**config.mk**
```make
export PLATFORM = sky130hd
export DESIGN_NAME = hpel_row_filter
export DESIGN_NICKNAME = d
export VERILOG_FILES = /design/src/rtl/hpel_row_filter.sv
export SDC_FILE = /design/constraint.sdc
export NUM_CORES = 1
export LEC_CHECK = 0
export CORE_UTILIZATION = 50
export DETAILED_ROUTE_END_ITERATION = 8
export MAX_ROUTING_LAYER = met4
export PLACE_DENSITY = 0.78
export REMOVE_ABC_BUFFERS = 1
export SETUP_SLACK_MARGIN = 0.05
export SYNTH_ARGS = -nofsm -noshare
export SYNTH_HDL_FRONTEND = slang
export SYNTH_SLANG_ARGS = --single-unit
export TNS_END_PERCENT = 100
```
**constraint.sdc**
```tcl
create_clock -name clk -period 8.45 [get_ports clk]
set_clock_uncertainty 0.15 [all_clocks]
set_input_delay 0.845 -clock clk [delete_from_list [all_inputs] [get_ports clk]]
set_output_delay 0.845 -clock clk [all_outputs]
set_load 0.02 [all_outputs]
```
**src/rtl/hpel_row_filter.sv**
```systemverilog
// Half-pel row interpolator: streams one pixel row through a 6-entry window and emits N-1 samples between neighbours.
// Optional macro HPEL_AVS_EN adds the AVS 4-tap filter, selected by mode latched at row start.

module hpel_row_filter (
  input  logic       clk,
  input  logic       rst,
  input  logic       in_valid,
  output logic       in_ready,
  input  logic [7:0] in_pix,
  input  logic       in_sol,
  input  logic       in_eol,
  input  logic       mode,
  output logic       out_valid,
  input  logic       out_ready,
  output logic [7:0] out_pix,
  output logic       out_eol
);

  localparam int unsigned PW   = 8;
  localparam int unsigned TAPS = 6;
  localparam int unsigned IW   = 16;
  localparam int unsigned CW   = 2;

  localparam logic [CW-1:0]        CNT_OUT = CW'(3);
  localparam logic signed [IW-1:0] K4      = IW'(4);
  localparam logic signed [IW-1:0] K5      = IW'(5);
  localparam logic signed [IW-1:0] K16     = IW'(16);
  localparam logic signed [IW-1:0] K20     = IW'(20);
  localparam logic signed [IW-1:0] PMAX    = IW'(255);

  typedef enum logic [1:0] {IDLE, RUN, FLUSH} state_t;

  state_t                  state_q, state_d;
  logic [TAPS-1:0][PW-1:0] win_q, win_d;
  logic [CW-1:0]           cnt_q, cnt_d;
  logic                    fl_q, fl_d;

  logic          out_free_c;
  logic          accept_c;
  logic          load_c;
  logic          shift_c;
  logic          last_c;
  logic          emit_c;
  logic [PW-1:0] shift_pix_c;
  logic [PW-1:0] res_c;

  logic signed [IW-1:0] ta_c, tb_c, tc_c, td_c, te_c, tf_c;
  logic signed [IW-1:0] sum_h_c, sh_h_c;

`ifdef HPEL_AVS_EN
  logic                 mode_q, mode_d;
  logic signed [IW-1:0] sum_a_c, sh_a_c;
`else
  logic unused_mode;
  assign unused_mode = mode;
`endif

  function automatic logic [PW-1:0] clip8(input logic signed [IW-1:0] v);
    if (v[IW-1])
      clip8 = '0;
    else if (v > PMAX)
      clip8 = '1;
    else
      clip8 = v[PW-1:0];
  endfunction

  assign out_free_c = !out_valid || out_ready;
  assign in_ready   = (state_q != FLUSH) && out_free_c;
  assign accept_c   = in_valid && in_ready;
  assign emit_c     = shift_c && (cnt_d == CNT_OUT);

  // Next-state, window shift and saturating shift count
  always_comb begin
    state_d     = state_q;
    win_d       = win_q;
    cnt_d       = cnt_q;
    fl_d        = fl_q;
    load_c      = 1'b0;
    shift_c     = 1'b0;
    last_c      = 1'b0;
    shift_pix_c = in_pix;
`ifdef HPEL_AVS_EN
    mode_d      = mode_q;
`endif
    unique case (state_q)
      IDLE: begin
        if (accept_c && in_sol) begin
          load_c  = 1'b1;
          state_d = in_eol ? FLUSH : RUN;
        end
      end
      RUN: begin
        if (accept_c) begin
          if (in_sol) load_c = 1'b1;
          else        shift_c = 1'b1;
          if (in_eol) state_d = FLUSH;
        end
      end
      FLUSH: begin
        if (out_free_c) begin
          shift_c     = 1'b1;
          shift_pix_c = win_q[TAPS-1];
          last_c      = fl_q;
          fl_d        = !fl_q;
          if (fl_q) state_d = IDLE;
        end
      end
      default: state_d = IDLE;
    endcase
    if (load_c) begin
      win_d = {TAPS{in_pix}};
      cnt_d = '0;
      fl_d  = 1'b0;
`ifdef HPEL_AVS_EN
      mode_d = mode;
`endif
    end
    if (shift_c) begin
      win_d = {shift_pix_c, win_q[TAPS-1:1]};
      cnt_d = (cnt_q == CNT_OUT) ? cnt_q : cnt_q + CW'(1);
    end
  end

  // Filter taps are taken from the post-shift window
  assign ta_c = $signed(IW'(win_d[0]));
  assign tb_c = $signed(IW'(win_d[1]));
  assign tc_c = $signed(IW'(win_d[2]));
  assign td_c = $signed(IW'(win_d[3]));
  assign te_c = $signed(IW'(win_d[4]));
  assign tf_c = $signed(IW'(win_d[5]));

  assign sum_h_c = (ta_c + tf_c) - K5 * (tb_c + te_c) + K20 * (tc_c + td_c) + K16;
  assign sh_h_c  = sum_h_c >>> 5;

`ifdef HPEL_AVS_EN
  assign sum_a_c = K5 * (tc_c + td_c) - (tb_c + te_c) + K4;
  assign sh_a_c  = sum_a_c >>> 3;
  assign res_c   = mode_q ? clip8(sh_a_c) : clip8(sh_h_c);
`else
  assign res_c   = clip8(sh_h_c);
`endif

  always_ff @(posedge clk) begin
    if (rst) begin
      state_q <= IDLE;
      win_q   <= '0;
      cnt_q   <= '0;
      fl_q    <= 1'b0;
`ifdef HPEL_AVS_EN
      mode_q  <= 1'b0;
`endif
    end else begin
      state_q <= state_d;
      win_q   <= win_d;
      cnt_q   <= cnt_d;
      fl_q    <= fl_d;
`ifdef HPEL_AVS_EN
      mode_q  <= mode_d;
`endif
    end
  end

  // Output register holds while the consumer stalls
  always_ff @(posedge clk) begin
    if (rst) begin
      out_valid <= 1'b0;
      out_pix   <= '0;
      out_eol   <= 1'b0;
    end else if (out_free_c) begin
      out_valid <= emit_c;
      out_eol   <= emit_c && last_c;
      if (emit_c) out_pix <= res_c;
    end
  end

endmodule

```
[After elaboration in Yosys (flattened, before gate mapping)]
Cells that the tools add are included.
W data, S select, Z words.
Operators by class
  $lt $le $gt $ge: 1
  equal/unequal tests: 10
  multiply operators: 2
  reductions and logical operators: 13
  add/sub/neg operators: 7
  muxes and demuxes: 26
Operators by type and width (number)
  $mux W48: 2
  $mux W8: 4
  $add A8 B8 Y9: 3
  $mul A3 B9 Y12 const A: 2
  $mux W2: 9
  $add A13 B15 Y16: 1
  $add A16 B6 Y16 const B: 1
  $sub A9 B12 Y13: 1
  $ne A2 B2 Y1 const B: 6
  $gt A11 B9 Y1 const B: 1
  $mux W1: 8
  $eq A2 B2 Y1 const B: 3
  $pmux W2 S3: 1
  $logic_and A1 B1 Y1: 5
  $reduce_and A5 Y1: 1
  $pmux W1 S2: 2
  $reduce_and A2 Y1: 2
  $add A2 B1 Y2 const B: 1
  $eq A2 B1 Y1 const B: 1
  $logic_not A1 Y1: 2
  $logic_not A2 Y1: 1
  $reduce_or A2 Y1: 1
  $logic_or A1 B1 Y1: 1
Storage, ports and cells
  input bits: 15
  bits in registers: 63
  word-level logic and storage cells: 71

[Logic depth before layout (Yosys ltp)]
Gate-level depths: netlist of run 1.
  depth after elaboration: 17
  depth in mapped cells: 41
  depth with buffers taken out: 38

[Worst setup path before layout of run 1]
Ideal clock, no wire load.
  kind: input to register
  start point: in out_ready
  end point: reg out_pix[4]
  setup time: 0.129 ns
  cell stages on the path: 35
  required time: 8.171 ns
  slack: -0.313 ns
  data arrival time: 8.484 ns
  cell sequence: nand2b_1 buf_2 o211a_1 clkbuf_1 clkbuf_1 clkbuf_1 nand2_1 o21ai_0 ha_1 inv_1 fa_1 nand2b_1 or4_1 o311ai_0 xnor2_1 ha_1 inv_1 fa_1 fa_1 ha_1 a21o_1 a21o_1 a31oi_2 o21bai_1 a21oi_1 xnor2_1 ha_1 ha_1 a21oi_1 o21ai_0 a21o_1 a21o_1 or4_4 a32oi_1 o41ai_2
RTL lines
  from (decl): RTL line 14  | input logic out_ready,
  to (signal assigned): RTL line 172  | if (emit_c) out_pix <= res_c;
  to (decl): RTL line 15  | output logic [7:0] out_pix,

[Final worst setup path of run 1]
  start point: in in_sol
  end point: reg out_pix[3]
On the way
  longest elaborated chain between the ends: 13
  elaborated cells between the ends (all ways): 26
  classes of those cells: add/sub: 6; mul: 2; order compare: 1; eq/ne: 1; mux: 13; reduce/logical: 3
RTL lines
  from (decl): RTL line 10  | input logic in_sol,
  $mux W1 or $logic_and A1 B1 Y1 (tied branches): RTL line 94, 87
  $mux W1, on equally long branches: RTL line 93, 87
  $pmux W1 S2: RTL line 85  | unique case (state_q)
  $mux W48: RTL line 110  | if (load_c) begin
  $mux W48: RTL line 118  | if (shift_c) begin
  $add A8 B8 Y9: RTL line 132  | assign sum_h_c = (ta_c + tf_c) - K5 * (tb_c + te_c) + K20 * (tc_c + td_c) + K16;
  $mul A3 B9 Y12: RTL line 132
  $sub A9 B12 Y13: RTL line 132
  $add A13 B15 Y16: RTL line 132
  $add A16 B6 Y16: RTL line 132
  $gt A11 B9 Y1: RTL line 61  | else if (v > PMAX)
  $mux W8: RTL line 61
  $mux W8: RTL line 59  | if (v[IW-1])
Parallel ways exist; a longest one is shown, timed or not.
A chain may end at the register's enable or synchronous reset.

==> results of run 1 <==
worst min-delay path, stage by stage (launching register included):
cell,delay (ns)
dfxtp_1,0.31
nor2_1,0.09
a311oi_1,0.05
metrics by stage:
stage          cells  worst slack, ns
5_1_grt          937          -0.0846
6_report         937            0.235
3_3_place_gp     906           -0.370
4_1_cts          923           0.0649
3_5_place_dp     906           -0.624
2_1_floorplan    664           -0.616
flip-flops by register name, indices dropped and copies added (netlist names):
register and cells:
fl_q 1, state_q 2, out_valid 1, win_q 48
cnt_q 2, out_pix 8, out_eol 1
metal layers:
metal | GRT usage | routed length, microns | vias up
met1 | 0.286 | 6050 | 2504
met4 | 0.0763 | 301 | 0
met2 | 0.455 | 7450 | 128
li1 | - | - | 2605
met5 | - | 0 | -
met3 | 0.0440 | 536 | 26
synth_stat cells, drive strengths merged, types with 3 or more instances:
cell type  count
o221ai         3
nand4          4
o21bai         6
fa            14
a31oi          3
nor4           5
nor3           4
o31ai          5
and3           3
mux2i          5
a21oi         82
nor2b          4
buf            5
ha            80
xnor2         25
a32oi          3
clkbuf        20
or3            3
nand2         47
o21ai         50
xor2          15
a311oi         7
mux2           3
nand3         10
and2          50
o21a           6
a21o          13
inv           65
nor2          50
nand3b         3
dfxtp         63
nand2b         5
repair_timing:
action,CTS,global route
pin swaps,8,39
endpoints found under the setup margin,8,8
setup buffers,1,13
resized for setup,25,64
cloned,0,1
how the worst min path moves through the flow:
stage / end / startpoint
detailed placement: out_eol / out_eol
global placement: out_eol / out_eol
CTS: out_pix[1] / out_pix[1]
global route: out_pix[4] / out_pix[4]
floorplan: state_q[1] / state_q[1]
finish: out_pix[1] / out_pix[1]
cells by family (layout without fill, tap and decap cells):
| group | after synthesis | count (layout) | share of synthesized area |
|---|---|---|---|
| flops | 63 | 63 | 0.224 |
| buf+inv | 90 | 198 | 0.0642 |
| xor+xnor | 40 | 40 | 0.0622 |
| compound gates | 197 | 197 | 0.224 |
| simple gates | 197 | 197 | 0.182 |
| fa+ha+maj | 94 | 94 | 0.228 |
| mux | 8 | 8 | 0.0149 |
cell type report:
type	count	area [sq um]
Inverter	65	244
Clock buffer	13	159
Fill cell	822	3600
Timing Repair Buffer	117	996
Multi-Input combinational cell	536	4390
Tap cell	140	175
Clock inverter	3	65.1
Sequential cell	63	1260
==> impl_metrics.tcl, run 1 <==
set metrics [dict create \
    cp-endpoint "out_pix[3]" \
    grt-ovfl-total 0 \
    track_usage 0.254 \
    fin_nets 901 \
    timing.hold.ws_ns 0.349 \
    first_global_vias 5128 \
    startpoint_type "input port" \
    clk_pin_slew_ns 0.07 \
    drt_iter0_markers 244 \
    whs_path_depth 2 \
    cpLargestDelayFamily "adder cells" \
    synth_area_leaders "dfxtp_1 22%, ha_1 18%, a21oi_1 7.2%" \
    timing.critical_path.from "in_sol" \
    max_stage_delay_ns 0.56 \
    cts_sinks 63 \
    setup_tns_ns 0 \
    die_area_sq_mm 0.0117 \
    grt_pass1_wl_mm 22.7 \
    cts_tree "built" \
    reg2regPathDepth 35 \
    place_area_sq_mm 0.00651 \
    crit_cells 33 \
    async_flop_share 0 \
    initial_core_util 0.517 \
    ys_ff_latch 63 \
    worstPathRequired_ns 8.57 \
    clk_latency_ns 0.36 \
    core_sq_mm 0.0109 \
    postCtsHoldBufs 0 \
    r2r-start "state_q[1]" \
    synth-edff-count 0 \
    dp_hpwl_mm 10.4 \
    arrival_ns 8.33 \
    syn2layout_area_growth_pct 29.5 \
    num_rows 38 \
    drc_errors 0 \
    cp-end-kind "flop" \
    path_max_fanout 8 \
    final_hold_viol_count 0 \
    portBuffers 24 \
    clock_path_buffers 2 \
    wl_mm 14.3 \
    fmax_mhz 122 \
    viasPerCell 5.62 \
    ys_seq_area_frac 0.224 \
    die_w_microns 108 \
    synth_flop_cell "dfxtp_1" \
    yosysUniqueCellTypes 70 \
    hp-class "reg -> reg" \
    r2r_slack_ns 0.28 \
    relSlewSlack 0.274 \
    fin_util 0.669 \
    syn_avg_cell_area_sq_um 8.17 \
    status "finished clean" \
    synthesis.area_sq_mm 0.00563 \
    setup_viol 0 \
    path_class "in -> reg" \
    drv_slew 0 \
    gp_congestion 0.863 \
    drv_cap 0 \
    ant_nets 0 \
    io_pins 26 \
    yosys_warnings 0 \
    worstMarginPinSlew_ns 1.09 \
    final_area_sq_mm 0.00729 \
    antenna_found_initial 0 \
    mostFrequentLayoutCell "buf_4" \
    antenna_cells 0 \
    fin_crit_ns 8.21 \
    cts_made_buffers 9 \
    grt_max_degree 43 \
    wl_per_cell_microns 15.3 \
    firstDrtPassIters 5 \
    die_h_microns 108 \
    synth_top_area_frac 0.224 \
    cts_root_buffer "clkbuf_8" \
    synth.largest_area_cell "dfxtp_1" \
    dr_total_vias 5263 \
    cts_htree_levels 3 \
    path_buf_inv 5 \
    final_cell_mix "87 x buf_4, 74 x ha_1, 69 x a21oi_1" \
    drive_above_1_share 0.225 \
    synthCells 689 \
    cpMaxStageDelayCell "fa_1" \
    fin_crit_sh 0.972 \
    rr_endpoint "out_pix[3]" \
]
Power of run 1 is left out: the tool's default activity adds up to more than one toggle a clock period on the data nets, which glitch-free logic cannot reach.
==> run 2: changes to the inputs <==
--- a/config.mk
+++ b/config.mk
@@ -11,6 +11,7 @@
 export PLACE_DENSITY = 0.78
 export REMOVE_ABC_BUFFERS = 1
 export SETUP_SLACK_MARGIN = 0.05
+export SKIP_CTS_REPAIR_TIMING = 1
 export SYNTH_ARGS = -nofsm -noshare
 export SYNTH_HDL_FRONTEND = slang
 export SYNTH_SLANG_ARGS = --single-unit
==> run 2 against run 1 <==
Worst hold slack improved by 0.0029 ns. First-iteration DRC count is 24% higher. Utilization fell by 1.3 points. Count of clock-buffer cells in the layout did not move. Wire length shrank 2.5%. Cell count shrank 0.53%. Global-route usage fell by 0.59 points. Via count shrank 1.5%. Critical path depth is 2 higher. Worst setup slack better by 0.056 ns. Sequential cell count unchanged.
==> impl_metrics.tcl, run 2 (same netlist as run 1, synthesis figures left out) <==
set metrics [dict create \
    die_h_microns 108 \
    topRoutingLayerUsed "met4" \
    clk_latency_ns 0.36 \
    antenna_found_initial 0 \
    fin_util 0.656 \
    antenna_cells 0 \
    io_pins 26 \
    cp-end-kind "flop" \
    portBuffers 24 \
    clock_path_buffers 2 \
    clk_pin_slew_ns 0.07 \
    core_sq_mm 0.0109 \
    drt_iter0_markers 303 \
    cts_htree_levels 3 \
    fin_nets 896 \
    initial_core_util 0.517 \
    num_rows 38 \
    gp_congestion 0.863 \
    largest-register "win_q" \
    cts_root_buffer "clkbuf_8" \
    drc_errors 0 \
    cts_made_buffers 9 \
    track_usage 0.248 \
    largest_reg_flops 48 \
    arrival_ns 8.28 \
    wl_mm 14.0 \
    path_max_fanout 7 \
    drv_cap 0 \
    dp_slack_ns -0.624 \
    firstDrtPassIters 6 \
    grt-ovfl-total 0 \
    startpoint_type "flop" \
    ant_nets 0 \
    first_global_vias 5062 \
    worstMarginPinSlew_ns 1.06 \
    dr_wl_met3_microns 409 \
    dr_total_vias 5182 \
    grt_pass1_wl_mm 22.2 \
    fin_crit_ns 8.16 \
    regArea_sq_mm 0.00126 \
    cpMaxStageDelayCell "fa_1" \
    worstPathRequired_ns 8.57 \
    multi_input_area_sq_mm 0.00428 \
    viasPerCell 5.56 \
    status "finished clean" \
    drv_slew 0 \
    dr_wl_met2_mm 7.31 \
    wl_per_cell_microns 15.0 \
    grt_max_degree 43 \
    max_stage_delay_ns 0.55 \
    fin_ws_ns 0.291 \
    hp-class "reg -> reg" \
    cts_sinks 63 \
    path_class "reg -> reg" \
    fillers 863 \
    die_area_sq_mm 0.0117 \
    final_hold_viol_count 0 \
    setup_viol 0 \
    mostFrequentLayoutCell "buf_4" \
    relSlewSlack 0.291 \
    die_w_microns 108 \
    drive_above_1_share 0.212 \
    syn2layout_area_growth_pct 26.9 \
    cts_tree "built" \
    dp_hpwl_mm 10.4 \
    fin_crit_sh 0.966 \
    met1_length_mm 6.00 \
    largest_registers "win_q: 48 flops, out_pix: 8 flops" \
    fmax_mhz 123 \
    final_cell_mix "83 x buf_4, 75 x ha_1, 72 x a21oi_1" \
]
## run 2: area by class of cell
type,instances,area share
Clock inverter,3,0.00911
Tap cell,140,0.0245
Sequential cell,63,0.177
Timing Repair Buffer,112,0.134
Multi-Input combinational cell,536,0.600
Inverter,65,0.0342
Clock buffer,13,0.0223
## run 2: layer usage
layer | up-vias | global-route usage
met2 | 93 | 0.448
met4 | 0 | 0.0646
met1 | 2462 | 0.281
met3 | 27 | 0.0434
met5 | - | -
li1 | 2600 | -
## run 2: path summary, 6_finish.rpt
check | start | to | slack (ns) | depth (start not counted)
hold / removal | out_pix[1] | out_pix[1] | 0.35 | 2
setup / recovery | state_q[1] | out_pix[7] | 0.29 | 35
hold reg to reg | out_pix[1] | out_pix[1] | 0.35 | 2
setup reg to reg | state_q[1] | out_pix[7] | 0.29 | 35
## run 2: worst max-delay path: cells and delay by family (launching register included)
kind	cells	cell delay, ns
DFF	1	0.37
xor gates and xnor gates	2	0.26
and+or+nand+nor	7	1.73
AOI/OAI and AO/OA	12	2.18
adders and majority gates	9	2.88
buffers and inverters	5	0.52
## run 2: metrics by stage
| step | instance area, sq um | hold slack (ns) | instances | setup TNS (ns) |
|---|---|---|---|---|
| floorplan | 5510 | 0.310 | 664 | -4.69 |
| global placement | 6510 | 0.323 | 906 | -2.93 |
| detailed placement | 6510 | 0.337 | 906 | -4.78 |
| CTS | 6740 | 0.354 | 922 | -2.08 |
| global route | 7140 | 0.377 | 932 | -0.0495 |
| finish | 7140 | 0.352 | 932 | 0 |
Power of run 2 is left out for the same reason.
